### config.mk
export PLATFORM = sky130hd
export DESIGN_NAME = stream_head_trim
export DESIGN_NICKNAME = d
export VERILOG_FILES = /design/src/rtl/stream_head_trim.sv
export SDC_FILE = /design/constraint.sdc
export NUM_CORES = 1
export LEC_CHECK = 0
export BUFFER_PORTS_ARGS = -buffer_cell sky130_fd_sc_hd__buf_2
export CAP_MARGIN = 20
export CORE_AREA = 4 4 109 111
export DETAILED_ROUTE_END_ITERATION = 8
export DIE_AREA = 0 0 113 115
export HOLD_SLACK_MARGIN = 0.1
export PLACE_DENSITY = 0.68
export SYNTH_ARGS = -nofsm -noshare
export SYNTH_HDL_FRONTEND = slang
export SYNTH_SLANG_ARGS = --single-unit
### constraint.sdc
create_clock -name clk -period 4.75 [get_ports clk]
set_input_delay 0.475 -clock clk [delete_from_list [all_inputs] [get_ports clk]]
set_output_delay 0.475 -clock clk [all_outputs]
set_load 0.05 [all_outputs]
### src/rtl/stream_head_trim.sv
`default_nettype none
// ============================================================================
// Module   : stream_head_trim
// Brief    : Removes a per-packet count of leading bytes from a byte-keep
//            stream. Drops whole beats and realigns the residual byte shift.
// Revision : 1.0 - initial release
// ============================================================================
module stream_head_trim #(
    parameter int DATA_WD          = 32,
    parameter int DATA_BYTE_WD     = DATA_WD / 8,
    parameter int MAX_REMOVE_BYTES = 16,
    parameter int CNT_WD           = $clog2(MAX_REMOVE_BYTES + 1)
) (
    input  logic                    clk,
    input  logic                    rst_n,

    input  logic                    s_valid,
    output logic                    s_ready,
    input  logic [DATA_WD-1:0]      s_data,
    input  logic [DATA_BYTE_WD-1:0] s_keep,
    input  logic                    s_last,

    output logic                    m_valid,
    input  logic                    m_ready,
    output logic [DATA_WD-1:0]      m_data,
    output logic [DATA_BYTE_WD-1:0] m_keep,
    output logic                    m_last,

    input  logic                    cmd_valid,
    output logic                    cmd_ready,
    input  logic [CNT_WD-1:0]       cmd_remove_cnt,

    output logic                    drop_pulse
);

    localparam int                c_sh_wd   = (DATA_BYTE_WD > 1) ? $clog2(DATA_BYTE_WD) : 1;
    localparam logic [CNT_WD-1:0] c_max_cnt = CNT_WD'(MAX_REMOVE_BYTES);

    typedef enum logic [1:0] {
        ST_IDLE  = 2'd0,
        ST_SKIP  = 2'd1,
        ST_SHIFT = 2'd2,
        ST_FLUSH = 2'd3
    } state_t;

    state_t                  r_state;
    state_t                  w_state_nxt;

    logic [CNT_WD-1:0]       w_cnt_sat;
    logic [CNT_WD-1:0]       w_cmd_skip;
    logic [c_sh_wd-1:0]      w_cmd_shift;
    logic [CNT_WD-1:0]       r_skip;
    logic [CNT_WD-1:0]       w_skip_nxt;
    logic [c_sh_wd-1:0]      r_shift;
    logic [c_sh_wd-1:0]      w_shift_nxt;
    logic                    r_first;
    logic                    w_first_nxt;

    logic [DATA_WD-1:0]      r_h_data;
    logic [DATA_BYTE_WD-1:0] r_h_keep;

    logic                    w_flushing;
    logic                    w_use_h;
    logic [DATA_WD-1:0]      w_lo_data;
    logic [DATA_BYTE_WD-1:0] w_lo_keep;
    logic [2*DATA_WD-1:0]    w_cat_data;
    logic [2*DATA_WD-1:0]    w_cat_data_sh;
    logic [2*DATA_BYTE_WD-1:0] w_cat_keep;
    logic [2*DATA_BYTE_WD-1:0] w_cat_keep_sh;
    logic [DATA_WD-1:0]      w_out_data;
    logic [DATA_BYTE_WD-1:0] w_out_keep;
    logic [DATA_BYTE_WD-1:0] w_tail_keep;

    logic                    w_out_free;
    logic                    w_s_fire;
    logic                    w_load_out;
    logic                    w_out_last;
    logic                    w_load_h;
    logic                    w_drop;

    logic                    r_m_valid;
    logic [DATA_WD-1:0]      r_m_data;
    logic [DATA_BYTE_WD-1:0] r_m_keep;
    logic                    r_m_last;
    logic                    r_drop;

    // Command decode: saturate, then split into whole beats and residual bytes
    assign w_cnt_sat   = (cmd_remove_cnt > c_max_cnt) ? c_max_cnt : cmd_remove_cnt;
    assign w_cmd_skip  = CNT_WD'(w_cnt_sat / DATA_BYTE_WD);
    assign w_cmd_shift = c_sh_wd'(w_cnt_sat % DATA_BYTE_WD);

    assign w_out_free = !r_m_valid || m_ready;
    assign cmd_ready  = (r_state == ST_IDLE);
    assign s_ready    = (r_state == ST_SKIP) || ((r_state == ST_SHIFT) && w_out_free);
    assign w_s_fire   = s_valid && s_ready;

    // The holding register forms the upper half of the window once primed;
    // otherwise the input sits on top and zeros fill in from below.
    assign w_flushing = (r_state == ST_FLUSH);
    assign w_use_h    = w_flushing || ((r_state == ST_SHIFT) && !r_first && (r_shift != '0));
    assign w_lo_data  = w_flushing ? {DATA_WD{1'b0}} : s_data;
    assign w_lo_keep  = w_flushing ? {DATA_BYTE_WD{1'b0}} : s_keep;
    assign w_cat_data = w_use_h ? {r_h_data, w_lo_data} : {s_data, {DATA_WD{1'b0}}};
    assign w_cat_keep = w_use_h ? {r_h_keep, w_lo_keep} : {s_keep, {DATA_BYTE_WD{1'b0}}};

    assign w_cat_data_sh = w_cat_data << {r_shift, 3'b000};
    assign w_cat_keep_sh = w_cat_keep << r_shift;
    assign w_out_data    = w_cat_data_sh[2*DATA_WD-1 -: DATA_WD];
    assign w_out_keep    = w_cat_keep_sh[2*DATA_BYTE_WD-1 -: DATA_BYTE_WD];
    assign w_tail_keep   = s_keep << r_shift;

    always_comb begin
        w_state_nxt = r_state;
        w_skip_nxt  = r_skip;
        w_shift_nxt = r_shift;
        w_first_nxt = r_first;
        w_load_out  = 1'b0;
        w_out_last  = 1'b0;
        w_load_h    = 1'b0;
        w_drop      = 1'b0;

        case (r_state)
            ST_IDLE: begin
                if (cmd_valid) begin
                    w_skip_nxt  = w_cmd_skip;
                    w_shift_nxt = w_cmd_shift;
                    w_first_nxt = 1'b1;
                    w_state_nxt = (w_cmd_skip != '0) ? ST_SKIP : ST_SHIFT;
                end
            end

            ST_SKIP: begin
                if (w_s_fire) begin
                    if (s_last) begin
                        w_drop      = 1'b1;
                        w_state_nxt = ST_IDLE;
                    end else begin
                        w_skip_nxt = r_skip - 1'b1;
                        if (r_skip == CNT_WD'(1)) begin
                            w_state_nxt = ST_SHIFT;
                        end
                    end
                end
            end

            ST_SHIFT: begin
                if (w_s_fire) begin
                    if (r_shift == '0) begin
                        w_load_out = 1'b1;
                        w_out_last = s_last;
                        if (s_last) begin
                            w_state_nxt = ST_IDLE;
                        end
                    end else if (r_first) begin
                        w_first_nxt = 1'b0;
                        if (!s_last) begin
                            w_load_h = 1'b1;
                        end else begin
                            // Single-beat remainder: nothing left after the shift means a drop
                            if (w_out_keep != '0) begin
                                w_load_out = 1'b1;
                                w_out_last = 1'b1;
                            end else begin
                                w_drop = 1'b1;
                            end
                            w_state_nxt = ST_IDLE;
                        end
                    end else begin
                        w_load_out = 1'b1;
                        w_load_h   = 1'b1;
                        if (s_last) begin
                            if (w_tail_keep != '0) begin
                                w_state_nxt = ST_FLUSH;
                            end else begin
                                w_out_last  = 1'b1;
                                w_state_nxt = ST_IDLE;
                            end
                        end
                    end
                end
            end

            ST_FLUSH: begin
                if (w_out_free) begin
                    w_load_out  = 1'b1;
                    w_out_last  = 1'b1;
                    w_state_nxt = ST_IDLE;
                end
            end

            default: begin
                w_state_nxt = ST_IDLE;
            end
        endcase
    end

    always_ff @(posedge clk or negedge rst_n) begin
        if (!rst_n) begin
            r_state <= ST_IDLE;
            r_skip  <= '0;
            r_shift <= '0;
            r_first <= 1'b0;
            r_drop  <= 1'b0;
        end else begin
            r_state <= w_state_nxt;
            r_skip  <= w_skip_nxt;
            r_shift <= w_shift_nxt;
            r_first <= w_first_nxt;
            r_drop  <= w_drop;
        end
    end

    always_ff @(posedge clk or negedge rst_n) begin
        if (!rst_n) begin
            r_h_data <= '0;
            r_h_keep <= '0;
        end else if (w_load_h) begin
            r_h_data <= s_data;
            r_h_keep <= s_keep;
        end
    end

    always_ff @(posedge clk or negedge rst_n) begin
        if (!rst_n) begin
            r_m_valid <= 1'b0;
            r_m_data  <= '0;
            r_m_keep  <= '0;
            r_m_last  <= 1'b0;
        end else if (w_load_out) begin
            r_m_valid <= 1'b1;
            r_m_data  <= w_out_data;
            r_m_keep  <= w_out_keep;
            r_m_last  <= w_out_last;
        end else if (m_ready) begin
            r_m_valid <= 1'b0;
        end
    end

    assign m_valid    = r_m_valid;
    assign m_data     = r_m_data;
    assign m_keep     = r_m_keep;
    assign m_last     = r_m_last;
    assign drop_pulse = r_drop;

endmodule
`default_nettype wire

==> results_dict.tcl, run 1 <==
set metrics [dict create \
    status "complete, no violations" \
    synth_edf_count 0 \
    postRouteAntennaNets 0 \
    drv_slew 0 \
    slew_headroom 0.313 \
    drc 0 \
    p_leak_nw 2.88 \
    htree_num_levels 3 \
    wire_per_inst_um 18.0 \
    fmax_mhz 282 \
    dpl_cell_area_sq_um 5770 \
    antenna_found_initial 0 \
    ff_latch_area_sq_um 2130 \
    cts.sinks 85 \
    cp-end-kind "flop" \
    report.final.hold_viol_count 0 \
    die_x_um 113 \
    clockBufferDepth 2 \
    ys_ff_latch 85 \
    required_ps 5010 \
    fillCellCount 954 \
    rsz0062_at_grt "false" \
    viasPerCell 5.74 \
    grt_use_total 0.205 \
    p_per_area_nw_per_um2 748 \
    finClkSkew_ps 14.4 \
    whs_ps 352 \
    fin_crit_ps 3550 \
    synth-main-ff-cell "dfrtp_1" \
    rows 38 \
    dp_hpwl_mm 8.93 \
    avgSynthCellArea_sq_um 10.7 \
    synthArstFlopShare 1.00 \
    postCtsResizedCells 0 \
    routed_wl_mm 12.8 \
    grt_max_degree 54 \
    grt_pass1_wl_mm 21.4 \
    gp_congestion 0.876 \
    yosysSeqAreaShare 0.401 \
    fin_crit_sh 0.748 \
    clock_latency_ps 370 \
    start_util 0.492 \
    ir_worst_vdd_mv 0.386 \
    finish.instance_area_sq_um 6000 \
    post-route-util 0.556 \
    yosysWarnings 0 \
    synth_area_leaders "dfrtp_1 (40%), mux2i_1 (13%), mux2_2 (11%)" \
    layout.cells.non_filler 709 \
    grt_pass1_vias 4162 \
    drt_iter0_drc 266 \
    yosysTopAreaCell "dfrtp_1" \
    crit_fanout 35 \
    pin_count 88 \
    critical_path_class "reg2reg" \
    critPathArrivalTime_ps 3810 \
    area_growth_pct 13.0 \
    clk_pin_slew_ps 100 \
    diodes 0 \
    p_total_mw 4.49 \
    cts-buffers-inserted 9 \
    drt_pass1_iterations 5 \
    clockRootBuffer "clkbuf_8" \
    drv_cap 0 \
    multi_input_area_sq_um 2860 \
    nets 617 \
    dp.cells 692 \
    cts_tree "done" \
    min_path_type "in2reg" \
    syn-cell-area_sq_um 5310 \
    postCtsSetupRepairBufs 0 \
    postCtsHoldBufs 1 \
    setup_ws_ps 1200 \
    synthesis.nets 547 \
    routed-via-count 4067 \
    core_sq_um 10800 \
    crit_path_start_kind "flop" \
    finalSetupViolCount 0 \
    portBuffers 87 \
    synth_top_area_frac 0.401 \
    tightest_slew_ps 1030 \
    die_h_um 115 \
    setup_tns_ps 0 \
    die-area_sq_um 13000 \
    gr-total-overflow 0 \
    drive_gt1_frac 0.339 \
    synth.distinct_cells 54 \
    synthCells 494 \
    pre_cts_ws_ps 1190 \
]
sequential cells by signal, summed over array words and instances, names as in the netlist:
signal      cells
m_valid         1
drop_pulse      1
r_first         1
r_skip          5
m_last          1
r_h_keep        4
r_state         2
r_shift         2
m_data         32
m_keep          4
r_h_data       32
cell families after synthesis:
| group | Yosys count | synth area share |
|---|---|---|
| compound gates | 118 | 0.144 |
| xor+xnor | 2 | 0.00330 |
| buf+inv | 68 | 0.0622 |
| simple gates | 74 | 0.0677 |
| mux | 141 | 0.308 |
| flops | 85 | 0.401 |
| fa+ha+maj | 6 | 0.0141 |
metal layers:
metal  up-vias  global-route usage  part of all wire
met4         0              0.0473             0.011
met5         -                   0                 0
li1       1930                   -                 -
met2       135               0.336              0.47
met3        15              0.0379             0.059
met1      1987               0.284              0.46
cells in the mapped netlist (5+ instances only):
cell	n
ha_1	6
nand2_1	19
buf_1	6
buf_6	5
mux2_2	52
clkbuf_1	16
a211oi_1	5
nor2b_1	5
mux2_4	12
nand2b_1	7
nor2_1	20
o31ai_1	10
dfrtp_1	85
a22oi_1	7
mux2i_1	69
inv_1	32
o21ai_0	35
mux4_2	8
a21oi_1	33
nand3_1	8
cell type report:
type | instances | area share
Multi-Input combinational cell | 341 | 0.477
Tap cell | 140 | 0.0292
Sequential cell | 85 | 0.355
Inverter | 33 | 0.0207
Clock inverter | 6 | 0.0146
Clock buffer | 10 | 0.0213
Timing Repair Buffer | 94 | 0.0822
worst paths after layout:
path | to | slack [ps] | start | cells past startpoint
hold reg to reg | r_h_data[27]$_DFFE_PN0P_ | 510 | r_h_data[27]$_DFFE_PN0P_ | 1
hold / removal | r_h_data[1]$_DFFE_PN0P_ | 350 | s_data[1] | 2
setup / recovery | m_data[7]$_DFFE_PN0P_ | 1200 | r_state[0]$_DFFE_PN0P_ | 9
min in group asynchronous | m_data[1]$_DFFE_PN0P_ | 580 | rst_n | 2
setup reg to reg | m_data[7]$_DFFE_PN0P_ | 1200 | r_state[0]$_DFFE_PN0P_ | 9
max in group asynchronous | m_data[5]$_DFFE_PN0P_ | 3120 | rst_n | 3
power by group:
group	internal, mW	leakage [nW]	switching, mW	total [mW]
Clock	0.297	0.110	0.279	0.575
Sequential	1.06	1.07	0.287	1.35
Combinational	0.993	1.70	1.57	2.57
Total	2.35	2.88	2.14	4.49
critical path: stages, from the launching register on:
cell	delay, ps
dfrtp_1	410
inv_1	130
ha_1	420
nor2b_1	640
a21oi_2	230
o311a_1	390
nand4_1	170
o31a_2	160
buf_4	490
mux2_2	410
cells in the final DEF (no fill, tap or decap), drive strengths merged, types with 2 or more instances in the layout:
master	instances
a211oi	5
a21o	2
a21oi	37
a22o	2
a22oi	7
a2bb2oi	3
buf	93
bufinv	2
clkbuf	10
clkinv	4
dfrtp	85
ha	6
inv	33
mux2	64
mux2i	69
mux4	8
nand2	19
nand2b	7
nand3	8
nor2	20
nor2b	5
nor3	4
nor3b	2
nor4	2
o21ai	36
o22a	2
o311ai	2
o31a	3
o31ai	10
or2	2
xnor2	2
Note: power is estimated with default switching activity, not from simulation.
==> run 2: changes to the inputs <==
--- a/config.mk
+++ b/config.mk
@@ -11,7 +11,7 @@
 export DETAILED_ROUTE_END_ITERATION = 8
 export DIE_AREA = 0 0 113 115
 export HOLD_SLACK_MARGIN = 0.1
-export PLACE_DENSITY = 0.68
+export PLACE_DENSITY = 0.71
 export SYNTH_ARGS = -nofsm -noshare
 export SYNTH_HDL_FRONTEND = slang
 export SYNTH_SLANG_ARGS = --single-unit
==> constraint.sdc (replaced) <==
create_clock -name clk -period 3 [get_ports clk]
set_input_delay 0.3 -clock clk [delete_from_list [all_inputs] [get_ports clk]]
set_output_delay 0.3 -clock clk [all_outputs]
set_load 0.05 [all_outputs]
==> run 2 against run 1 <==
Compared with the run above: sequential power up 50%; critical path depth is 1 higher; power is 65% higher; core utilization rose by 1.8 points; critical path type unchanged; first-iteration DRC count up 15%; largest cell class unchanged; largest power group unchanged; non-clock buffer count increased by 17; fmax grew 28%; flip-flop and latch count stayed put.
==> results_dict.tcl, run 2 (synthesis gave the netlist of run 1 again) <==
set metrics [dict create \
    cts_tree "done" \
    tightest_slew_ps 850 \
    setup_ws_ps 225 \
    clk_pin_slew_ps 90 \
    drt_iter0_drc 306 \
    drv_cap 0 \
    min_path_type "in2reg" \
    cp_top_family "compound AO/OA/AOI/OAI gates" \
    final_common_cell "buf_2" \
    power_frac_seq 0.272 \
    crit_fanout 31 \
    fin_crit_sh 0.925 \
    status "complete, no violations" \
    drt_pass1_iterations 5 \
    pwr-share-clk 0.132 \
    dp_hpwl_mm 9.46 \
    area_growth_pct 16.7 \
    whs_ps 182 \
    p_sw_mw 3.47 \
    drv_slew 0 \
    routed-via-count 4223 \
    clock_latency_ps 370 \
    fin_crit_ps 2770 \
    required_ps 3260 \
    crit_start "r_state[0]$_DFFE_PN0P_" \
    core_sq_um 10800 \
    grt_pass1_wl_mm 22.2 \
    drive_gt1_frac 0.359 \
    die-area_sq_um 13000 \
    p_leak_nw 2.99 \
    diodes 0 \
    drc 0 \
    finish.instance_area_sq_um 6190 \
    clockRootBuffer "clkbuf_8" \
    cts.sinks 85 \
    finalSetupViolCount 0 \
    critPathArrivalTime_ps 3030 \
    start_util 0.492 \
    clockBufferDepth 2 \
    grt_use_total 0.214 \
    postRouteAntennaNets 0 \
    dpl_cell_area_sq_um 5950 \
    routed_wl_mm 13.5 \
    swShare 0.468 \
    htree_num_levels 3 \
    wire_per_inst_um 18.7 \
    postCtsSetupRepairBufs 0 \
    viasPerCell 5.82 \
    postCtsResizedCells 0 \
    rsz0062_at_grt "false" \
    r2r_slack_ps 230 \
    critPathMaxStageDelay_ps 440 \
    fmax_mhz 360 \
    p_int_mw 3.94 \
    fillCellCount 922 \
    crit_chain "inv_1 > ha_1 > nor2b_1 > buf_4 > o21a_1 > o31ai_1 > nand4_1 > o31a_2 > buf_12 > mux2_4" \
    grt_max_degree 67 \
    gr-total-overflow 0 \
    crit_buf_inv 3 \
    layout.cells.non_filler 725 \
    grt_pass1_vias 4303 \
    p_per_area_nw_per_um2 1200 \
    crit_path_start_kind "flop" \
    gp_congestion 0.896 \
    finClkSkew_ps 5.75 \
    report.final.hold_viol_count 0 \
    min_delay_path_depth 2 \
    portBuffers 87 \
    critical_path_class "reg2reg" \
    die_h_um 115 \
    die_x_um 113 \
    nets 634 \
    reg2reg_to "m_data[18]$_DFFE_PN0P_" \
    slowest_stage "o31a_2" \
    p_total_mw 7.41 \
    slew_headroom 0.433 \
    post-route-util 0.574 \
    dp.cells 709 \
    ff2ff_path_depth 10 \
    cts-buffers-inserted 9 \
    hold_end "r_h_data[4]$_DFFE_PN0P_" \
    min_from "s_data[4]" \
    antenna_found_initial 0 \
    layout_common_cells "buf_2 (86), dfrtp_1 (84), mux2i_1 (69), mux2_2 (52), o21ai_0 (35)" \
    setup_tns_ps 0 \
    combPwrFrac 0.595 \
    regToRegStartpoint "r_state[0]$_DFFE_PN0P_" \
    rows 38 \
    cp-end-kind "flop" \
    pin_count 88 \
    pre_cts_ws_ps 250 \
    ir_worst_vdd_mv 0.648 \
]
[run 2: how the worst max path moves through the flow]
stage / slack [ps] / to / depth (start not counted)
global placement: 350 / m_data[18]$_DFFE_PN0P_ / 10
finish: 230 / m_data[18]$_DFFE_PN0P_ / 10
global route: 70 / m_data[18]$_DFFE_PN0P_ / 10
detailed placement: 250 / m_data[18]$_DFFE_PN0P_ / 10
CTS: 230 / m_data[18]$_DFFE_PN0P_ / 10
floorplan: 450 / m_data[13]$_DFFE_PN0P_ / 10
[run 2: per-layer routing]
layer	track usage	share of wire	vias up
li1	-	-	1965
met1	0.291	0.45	2060
met2	0.340	0.47	176
met3	0.0437	0.069	22
met4	0.0793	0.016	0
met5	0	0	-
[run 2: area by class of cell]
cell class	count	area [sq um]	share of cell area
clock buffers	9	124	0.0200
clock inverters	6	111	0.0180
inverters	33	124	0.0200
multi-input cells	341	2860	0.462
flip-flops and latches	85	2130	0.344
well taps	140	175	0.0283
repair buffers	111	671	0.108
[run 2: power by group through the flow]
stage	clock network (mW)	logic (mW)	registers, mW
floorplan	0	2.55	2.83
global route	1.07	4.72	2.08
finish	0.982	4.41	2.02
global placement	0	4.30	2.01
CTS	1.00	4.40	2.01
detailed placement	0	4.38	2.03
[run 2: worst reg2reg max path, delay by kind of cell (launching register included)]
family          cells  cell delay [ps]
compound gates      3              900
simple gates        2              320
mux                 1              330
flops               1              390
buf+inv             3              500
fa+ha+maj           1              230
[run 2: timing repair]
action	in CTS	in global routing
hold buffers	1	0
endpoints found under the hold margin	64	0
endpoints found under the setup margin	0	0
